`config.mk`:
```
export PLATFORM = sky130hd
export DESIGN_NAME = turbo_interleave_sequencer_flat
export DESIGN_NICKNAME = d
export VERILOG_FILES = /design/src/rtl/turbo_interleave_sequencer_if.sv /design/src/rtl/turbo_interleave_sequencer.sv /design/src/flat_wrapper.sv
export SDC_FILE = /design/constraint.sdc
export NUM_CORES = 1
export LEC_CHECK = 0
export ABC_AREA = 1
export BUFFER_PORTS_ARGS = -buffer_cell sky130_fd_sc_hd__buf_2
export CORE_MARGIN = 2
export CORE_UTILIZATION = 25
export CTS_BUF_LIST = sky130_fd_sc_hd__clkbuf_16
export DETAILED_ROUTE_END_ITERATION = 12
export GPL_ROUTABILITY_DRIVEN = 1
export HOLD_SLACK_MARGIN = 0.06
export PLACE_DENSITY = 0.42
export SYNTH_ARGS = -nofsm -noshare
export SYNTH_HDL_FRONTEND = slang
export SYNTH_SLANG_ARGS = --single-unit
export TNS_END_PERCENT = 20
```
`constraint.sdc`:
```
create_clock -name clk -period 2.17 [get_ports clk]
set_clock_uncertainty 0.15 [all_clocks]
set_input_delay 0.1085 -clock clk [delete_from_list [all_inputs] [get_ports clk]]
set_output_delay 0.1085 -clock clk [all_outputs]
set_load 0.1 [all_outputs]
```
`src/rtl/turbo_interleave_sequencer_if.sv`:
```
// Frame handshakes of the turbo interleave sequencer:
// upstream frame in, systematic/interleaved pair out.
interface turbo_interleave_sequencer_if;
  logic       in_valid;
  logic       in_ready;
  logic [7:0] in_data;
  logic       out_valid;
  logic       out_ready;
  logic [7:0] out_sys;
  logic [7:0] out_int;

  modport master (
    output in_valid,
    input  in_ready,
    output in_data,
    input  out_valid,
    output out_ready,
    input  out_sys,
    input  out_int
  );

  modport slave (
    input  in_valid,
    output in_ready,
    input  in_data,
    output out_valid,
    input  out_ready,
    output out_sys,
    output out_int
  );
endinterface

```
`src/rtl/turbo_interleave_sequencer.sv`:
```
// Frame sequencer in front of the LFSR interleaver: drives the frame,
// waits for done, then presents systematic+interleaved pair downstream.
module turbo_interleave_sequencer #(
  parameter int SETTLE_CYC  = 2,
  parameter int TIMEOUT_CYC = 32,
  parameter int CNT_W       = 16
) (
  input  logic                  clk,
  input  logic                  rst_n,
  turbo_interleave_sequencer_if.slave bus,
  output logic [7:0]            il_seq_in,
  input  logic [7:0]            il_seq_out,
  input  logic                  il_enable,
  output logic                  busy,
  output logic                  timeout_err,
  input  logic                  err_clr,
  output logic [CNT_W-1:0]      frame_cnt
);

  localparam int TW = $clog2(TIMEOUT_CYC);

  localparam logic [TW-1:0] T_LAST = TW'(TIMEOUT_CYC - 1);
  localparam logic [TW-1:0] S_LAST = TW'(SETTLE_CYC - 1);

  localparam logic [1:0] IDLE = 2'd0;
  localparam logic [1:0] LOAD = 2'd1;
  localparam logic [1:0] WAIT = 2'd2;
  localparam logic [1:0] HOLD = 2'd3;

  logic [1:0]    state;
  logic [TW-1:0] tcnt;
  logic          cache_valid;
  logic [7:0]    sys_q;
  logic [7:0]    int_q;
  logic          hit;

  assign bus.in_ready  = (state == IDLE);
  assign bus.out_valid = (state == HOLD);
  assign bus.out_sys   = sys_q;
  assign bus.out_int   = int_q;
  assign busy          = (state != IDLE);

  // Interleaver does not restart on an identical frame; reuse its result.
  assign hit = cache_valid && (bus.in_data == il_seq_in);

  always_ff @(posedge clk or negedge rst_n) begin
    if (!rst_n) begin
      state       <= IDLE;
      tcnt        <= '0;
      cache_valid <= 1'b0;
      sys_q       <= '0;
      int_q       <= '0;
      il_seq_in   <= '0;
      timeout_err <= 1'b0;
      frame_cnt   <= '0;
    end else begin
      if (err_clr)
        timeout_err <= 1'b0;
      unique case (state)
        IDLE: begin
          if (bus.in_valid) begin
            sys_q <= bus.in_data;
            if (hit) begin
              state <= HOLD;
            end else begin
              il_seq_in   <= bus.in_data;
              cache_valid <= 1'b0;
              tcnt        <= '0;
              state       <= LOAD;
            end
          end
        end
        LOAD: begin
          if (tcnt == T_LAST) begin
            timeout_err <= 1'b1;
            cache_valid <= 1'b0;
            state       <= IDLE;
          end else begin
            tcnt <= tcnt + 1'b1;
            if (tcnt == S_LAST)
              state <= WAIT;
          end
        end
        WAIT: begin
          // Capture has priority over a coincident timeout.
          if (il_enable) begin
            int_q       <= il_seq_out;
            cache_valid <= 1'b1;
            state       <= HOLD;
          end else if (tcnt == T_LAST) begin
            timeout_err <= 1'b1;
            cache_valid <= 1'b0;
            state       <= IDLE;
          end else begin
            tcnt <= tcnt + 1'b1;
          end
        end
        HOLD: begin
          if (bus.out_ready) begin
            frame_cnt <= frame_cnt + 1'b1;
            state     <= IDLE;
          end
        end
        default: state <= IDLE;
      endcase
    end
  end

endmodule

```
`src/flat_wrapper.sv`:
```
// flat-port wrapper written by rule: the top's interface ports become plain ports
module turbo_interleave_sequencer_flat 
#(
  parameter int SETTLE_CYC  = 2,
  parameter int TIMEOUT_CYC = 32,
  parameter int CNT_W       = 16
)
  (clk, rst_n, il_seq_in, il_seq_out, il_enable, busy, timeout_err, err_clr, frame_cnt, bus_in_valid, bus_in_ready, bus_in_data, bus_out_valid, bus_out_ready, bus_out_sys, bus_out_int);
  turbo_interleave_sequencer_if bus_i ();
  input  logic clk;
  input  logic rst_n;
  output logic [7:0] il_seq_in;
  input  logic [7:0] il_seq_out;
  input  logic il_enable;
  output logic busy;
  output logic timeout_err;
  input  logic err_clr;
  output logic [CNT_W-1:0] frame_cnt;
  input wire logic [$bits(bus_i.in_valid)-1:0] bus_in_valid;
  output wire logic [$bits(bus_i.in_ready)-1:0] bus_in_ready;
  input wire logic [$bits(bus_i.in_data)-1:0] bus_in_data;
  output wire logic [$bits(bus_i.out_valid)-1:0] bus_out_valid;
  input wire logic [$bits(bus_i.out_ready)-1:0] bus_out_ready;
  output wire logic [$bits(bus_i.out_sys)-1:0] bus_out_sys;
  output wire logic [$bits(bus_i.out_int)-1:0] bus_out_int;
  assign bus_i.in_valid = bus_in_valid;
  assign bus_in_ready = bus_i.in_ready;
  assign bus_i.in_data = bus_in_data;
  assign bus_out_valid = bus_i.out_valid;
  assign bus_i.out_ready = bus_out_ready;
  assign bus_out_sys = bus_i.out_sys;
  assign bus_out_int = bus_i.out_int;
  turbo_interleave_sequencer #(.SETTLE_CYC(SETTLE_CYC), .TIMEOUT_CYC(TIMEOUT_CYC), .CNT_W(CNT_W)) u_core (.clk(clk), .rst_n(rst_n), .bus(bus_i), .il_seq_in(il_seq_in), .il_seq_out(il_seq_out), .il_enable(il_enable), .busy(busy), .timeout_err(timeout_err), .err_clr(err_clr), .frame_cnt(frame_cnt));
endmodule
```
---- Word-level counts from Yosys, hierarchy flattened ----
Index checks and enable logic that the tools add are counted.
cells by class
  add/subtract/negate cells ............... 2
  multipliers ............................. 0
  div/mod/pow operators ................... 0
  $lt $le $gt $ge ......................... 0
  equality and inequality tests ........... 12
  shift-type cells ........................ 0
  multiplexer cells ....................... 22
  bitwise gates (word level) .............. 1
  reductions and logical operators ........ 11
operator list
  operator                 number
  $mux W5                  4
  $add A16 B1 Y16 const B  1
  $pmux W5 S3              1
  $mux W2                  7
  $eq A8 B8 Y1             1
  $pmux W2 S4              1
  $reduce_and A4 Y1        2
  $mux W1                  7
  $ne A2 B2 Y1 const B     3
  $reduce_and A2 Y1        3
  $reduce_and A3 Y1        2
  $add A5 B1 Y5 const B    1
  $eq A5 B1 Y1 const B     1
  $eq A5 B5 Y1 const B     1
  $eq A2 B2 Y1 const B     2
  $ne A3 B1 Y1 const B     1
  $ne A3 B2 Y1 const B     1
  $pmux W1 S3              1
  $reduce_bool A3 Y1       1
  $eq A2 B1 Y1 const B     1
  $logic_not A2 Y1         1
  $ne A2 B1 Y1 const B     1
  $pmux W1 S2              1
  $reduce_bool A2 Y1       1
  2 further kinds          2
storage, ports and cells
  bits in registers ....................... 49
  latch bits .............................. 0
  memory bits (writable) .................. 0
  ROM bits ................................ 0
  input bits .............................. 22
  output and inout port bits .............. 44
  word-level logic and storage cells ...... 56
  memories ................................ 0

---- Longest topological paths before layout ----
  depth in word-level cells ............... 5
  depth in mapped cells ................... 11
  mapped depth without buffers ............ 10

---- Worst setup path before layout ----
OpenSTA, ideal clock, no wires.
  path type ............................... register to register
  start point ............................. register u_core.state[0]
  end point ............................... register u_core.state[1]
  library setup time ...................... 116 ps
  arrival time ............................ 2810 ps
  required time ........................... 1904 ps
  setup slack ............................. -906 ps
  cell stages (with the launch flop) ...... 9
  path buffers ............................ 0
  clock period less this slack ............ 3076 ps
  cell sequence ........................... dfrtp_1 -> inv_1 -> ha_1 -> inv_1 -> o22ai_1 -> nand3b_1 -> nor2_1 -> nand2_1 -> nand2_1
on the way
  word-level cells in the longest chain between the ends .. 3
  elaborated cells between the ends (all ways) .. 10
  classes of those cells .................. 7 x eq/ne; 1 x mux; 2 x reduce/logical
RTL lines
  what                         line                              RTL
  start: declaration           turbo_interleave_sequencer.sv:30  logic [1:0] state;
  start signal: assignment     turbo_interleave_sequencer.sv:48  state <= IDLE;
  start signal: assignment     turbo_interleave_sequencer.sv:64  state <= HOLD;
  start signal: assignment     turbo_interleave_sequencer.sv:69  state <= LOAD;
  $logic_not A2 Y1 (*)         --
  via bus_in_ready             flat_wrapper.sv:20                output wire logic [$bits(bus_i.in_ready)-1:0] bus_in_ready;
  $ne A2 B2 Y1 (no line)       --
  $reduce_and A4 Y1 (no line)  --
Mark *: on every way through the listed nets, which the timed path passes. The rest lies on a longest branch.
A chain may end at the register's enable or synchronous reset.

---- Worst setup path in the final report ----
  start point ............................. register u_core.tcnt[0]
  end point ............................... register u_core.tcnt[0]
on the way
  word-level cells in the longest chain between the ends .. 4
  elaborated cells between the ends (all ways) .. 5
  classes of those cells .................. 1 x add/sub; 1 x eq/ne; 3 x mux
RTL lines
  what                                           line                                                                RTL
  start: declaration                             turbo_interleave_sequencer.sv:31                                    logic [TW-1:0] tcnt;
  start signal: assignment                       turbo_interleave_sequencer.sv:79                                    tcnt <= tcnt + 1'b1;
  start signal: assignment                       turbo_interleave_sequencer.sv:95                                    tcnt <= tcnt + 1'b1;
  $add A5 B1 Y5 or $eq A5 B5 Y1 (tied branches)  --
  $mux W5 (*)                                    turbo_interleave_sequencer.sv:74, turbo_interleave_sequencer.sv:90
  $mux W5                                        turbo_interleave_sequencer.sv:86                                    if (il_enable) begin
  $pmux W5 S3 (*)                                turbo_interleave_sequencer.sv:59                                    unique case (state)
Mark *: on every way between the ends. The rest lies on a longest branch, timed or not. The select of a mux whose other input is x is not followed.

==> results_dict.tcl <==
set metrics [dict create \
    track_usage 0.116 \
    core_um2 9820 \
    dr.pass1.iters 4 \
    grt.overflow.total 0 \
    antennaDiodeCount 0 \
    die_y_um 105 \
    ys_top_cells_by_area "dfrtp_1 48%, nand2_1 15%, inv_1 5.6%" \
    rrSetupSlack_ns 0.33 \
    utilization 0.348 \
    cts_max_path_buffers 2 \
    route.detailed.drc 0 \
    path_cells "ha_1, nand2_1, nor2_1, ha_1, inv_1, o21ai_0, inv_1, nand3_2, nand2_1, nand2_1" \
    worst_pin_slew_ns 0.510 \
    fin_crit_ns 1.84 \
    hold_violations 0 \
    yosysSeqAreaShare 0.482 \
    cp_slowest_cell "dfrtp_1" \
    synthCells 304 \
    final_layout_size_suffix_gt1_frac 0.272 \
    grt_pass1_wl_mm 10.3 \
    fillers 1046 \
    syn_nets 335 \
    clock_latency_ns 0.29 \
    whs_ns 0.101 \
    die_w_um 105 \
    clk_pin_slew_ns 0.07 \
    placed_area_um2 3060 \
    synth_area_leader_cell "dfrtp_1" \
    detail_route.wl_per_cell_um 11.3 \
    rsz0062_at_grt "false" \
    fin_crit_sh 0.847 \
    design_area_um2 3420 \
    end_kind "flop" \
    ioPinCount 66 \
    syn_area_um2 2540 \
    cts_tree "done" \
    antenna_found_initial 0 \
    syn_to_final_growth_pct 34.3 \
    crit_arrival_ns 1.87 \
    antenna_left 0 \
    min_path_type "input pin to flop" \
    dp_hpwl_mm 4.43 \
    num_vias 2129 \
    clock_sinks 49 \
    port_buffers 65 \
    vias_per_cell 4.02 \
    placed_cells 503 \
    status "complete, no violations" \
    yosys.cell_types.count 31 \
    netlist.area_leader.share 0.482 \
    ys_warn_count 0 \
    grt_pass1_vias 2065 \
    crit_path_start_kind "flop" \
    cts_root_buf "clkbuf_16" \
    ys_ff_latch 49 \
    place.gp.congestion 0.833 \
    maxCapViolCount 0 \
    initial_core_util 0.259 \
    cpMostUsedCell "nand2_1" \
    fmax_mhz 544 \
    cts_resized 0 \
    layout.cells.non_filler 530 \
    wl_mm 6.00 \
    syn_area_per_cell_um2 8.37 \
    cts_buffers 5 \
    nets 427 \
    drtIter0Drc 81 \
    setup_viol 0 \
    slowest_delay_ns 0.42 \
    relSlewSlack 0.662 \
    grt_max_degree 27 \
    htreeDepth 2 \
    worstPathMaxFanout 6 \
    slew_viol_final 0 \
    dieArea_um2 11000 \
    path_class "flop to flop" \
    required_ns 2.20 \
    num_rows 36 \
]
kinds of logic after synthesis:
logic type                 synth area share
AOI/OAI and AO/OA                    0.0723
xor gates and xnor gates             0.0413
adders and majority gates            0.0442
buffers and inverters                0.0757
DFF                                   0.482
and+or+nand+nor                       0.285
cells in the mapped netlist, drive strengths merged:
master and n:
nand2 103, buf 2, o22ai 1, inv 41, nand3b 1, clkinv 2, nand3 15, nor2 24
nor3 6, nand4 7, xor2 4, o21ai 23, clkbuf 1, or2 2, ha 9, a21oi 5
o211ai 1, dfrtp 49, xnor2 8
final cells by class:
| cell class | instances | area [um2] | share of cell area |
|---|---|---|---|
| Multi-Input combinational cell | 209 | 1150 | 0.335 |
| Tap cell | 133 | 166 | 0.0487 |
| Clock buffer | 5 | 125 | 0.0366 |
| Timing Repair Buffer | 88 | 546 | 0.160 |
| Clock inverter | 3 | 41.3 | 0.0121 |
| Inverter | 43 | 168 | 0.0490 |
| Sequential cell | 49 | 1230 | 0.359 |
placed cells by master, fill, tap and decap left out, drive strengths merged:
| master | Yosys | layout |
|---|---|---|
| nand3b | 1 | 1 |
| o22ai | 1 | 1 |
| dlygate4sd3 | 0 | 19 |
| dfrtp | 49 | 49 |
| ha | 9 | 9 |
| a21oi | 5 | 5 |
| nor2 | 24 | 24 |
| xor2 | 4 | 4 |
| buf | 2 | 69 |
| o211ai | 1 | 1 |
| clkbuf | 1 | 5 |
| nand3 | 15 | 15 |
| xnor2 | 8 | 8 |
| nand2 | 103 | 103 |
| inv | 41 | 40 |
| o21ai | 23 | 23 |
| clkinv | 2 | 3 |
| or2 | 2 | 2 |
| clkinvlp | 0 | 2 |
| bufinv | 0 | 1 |
| nor3 | 6 | 6 |
| nand4 | 7 | 7 |
per-stage QoR:
step	worst slack [ns]	TNS, ns
after global placement	0.326	0
after CTS	0.334	0
after global routing	0.152	0
final	0.332	0
after floorplan	-0.214	-0.868
after detailed placement	0.343	0
timing repair:
action | in CTS | in global routing
hold endpoints to repair | 76 | 0
setup buffers | 0 | 0
hold buffers | 19 | 0
worst paths after layout:
path                                            start               endpoint  depth (start not counted)
worst max-delay path                   u_core.tcnt[0]         u_core.tcnt[0]                         10
worst min-delay path                        il_enable     u_core.timeout_err                          4
worst max register to register         u_core.tcnt[0]         u_core.tcnt[0]                         10
worst min register to register  u_core.bus.out_sys[7]  u_core.bus.out_sys[7]                          2
max in group asynchronous                       rst_n     u_core.timeout_err                          3
min in group asynchronous                       rst_n  u_core.bus.out_sys[6]                          3
state kept, by name, summed over array words and instances (netlist names):
| signal | count |
|---|---|
| u_core.cache_valid | 1 |
| u_core.bus.out_int | 8 |
| u_core.bus.out_sys | 8 |
| u_core.state | 2 |
| u_core.tcnt | 5 |
| u_core.timeout_err | 1 |
| u_core.frame_cnt | 16 |
| u_core.il_seq_in | 8 |
critical path, delay by kind of cell, from the launching register on:
kind,cells,cell delay (ns)
DFF,1,0.42
buffers and inverters,2,0.23
adders and majority gates,2,0.45
and+or+nand+nor,5,0.40
AOI/OAI and AO/OA,1,0.07
routing by layer:
metal  up-vias  GRT usage  wire length [um]
met4         0     0.0371                74
li1       1133          -                 -
met3         5     0.0218               187
met5         -          0                 0
met1       949      0.154              2920
met2        42      0.190              2820
Power is not shown: default switching activity piles up to over one toggle a cycle in this logic, so the estimate is an artifact.
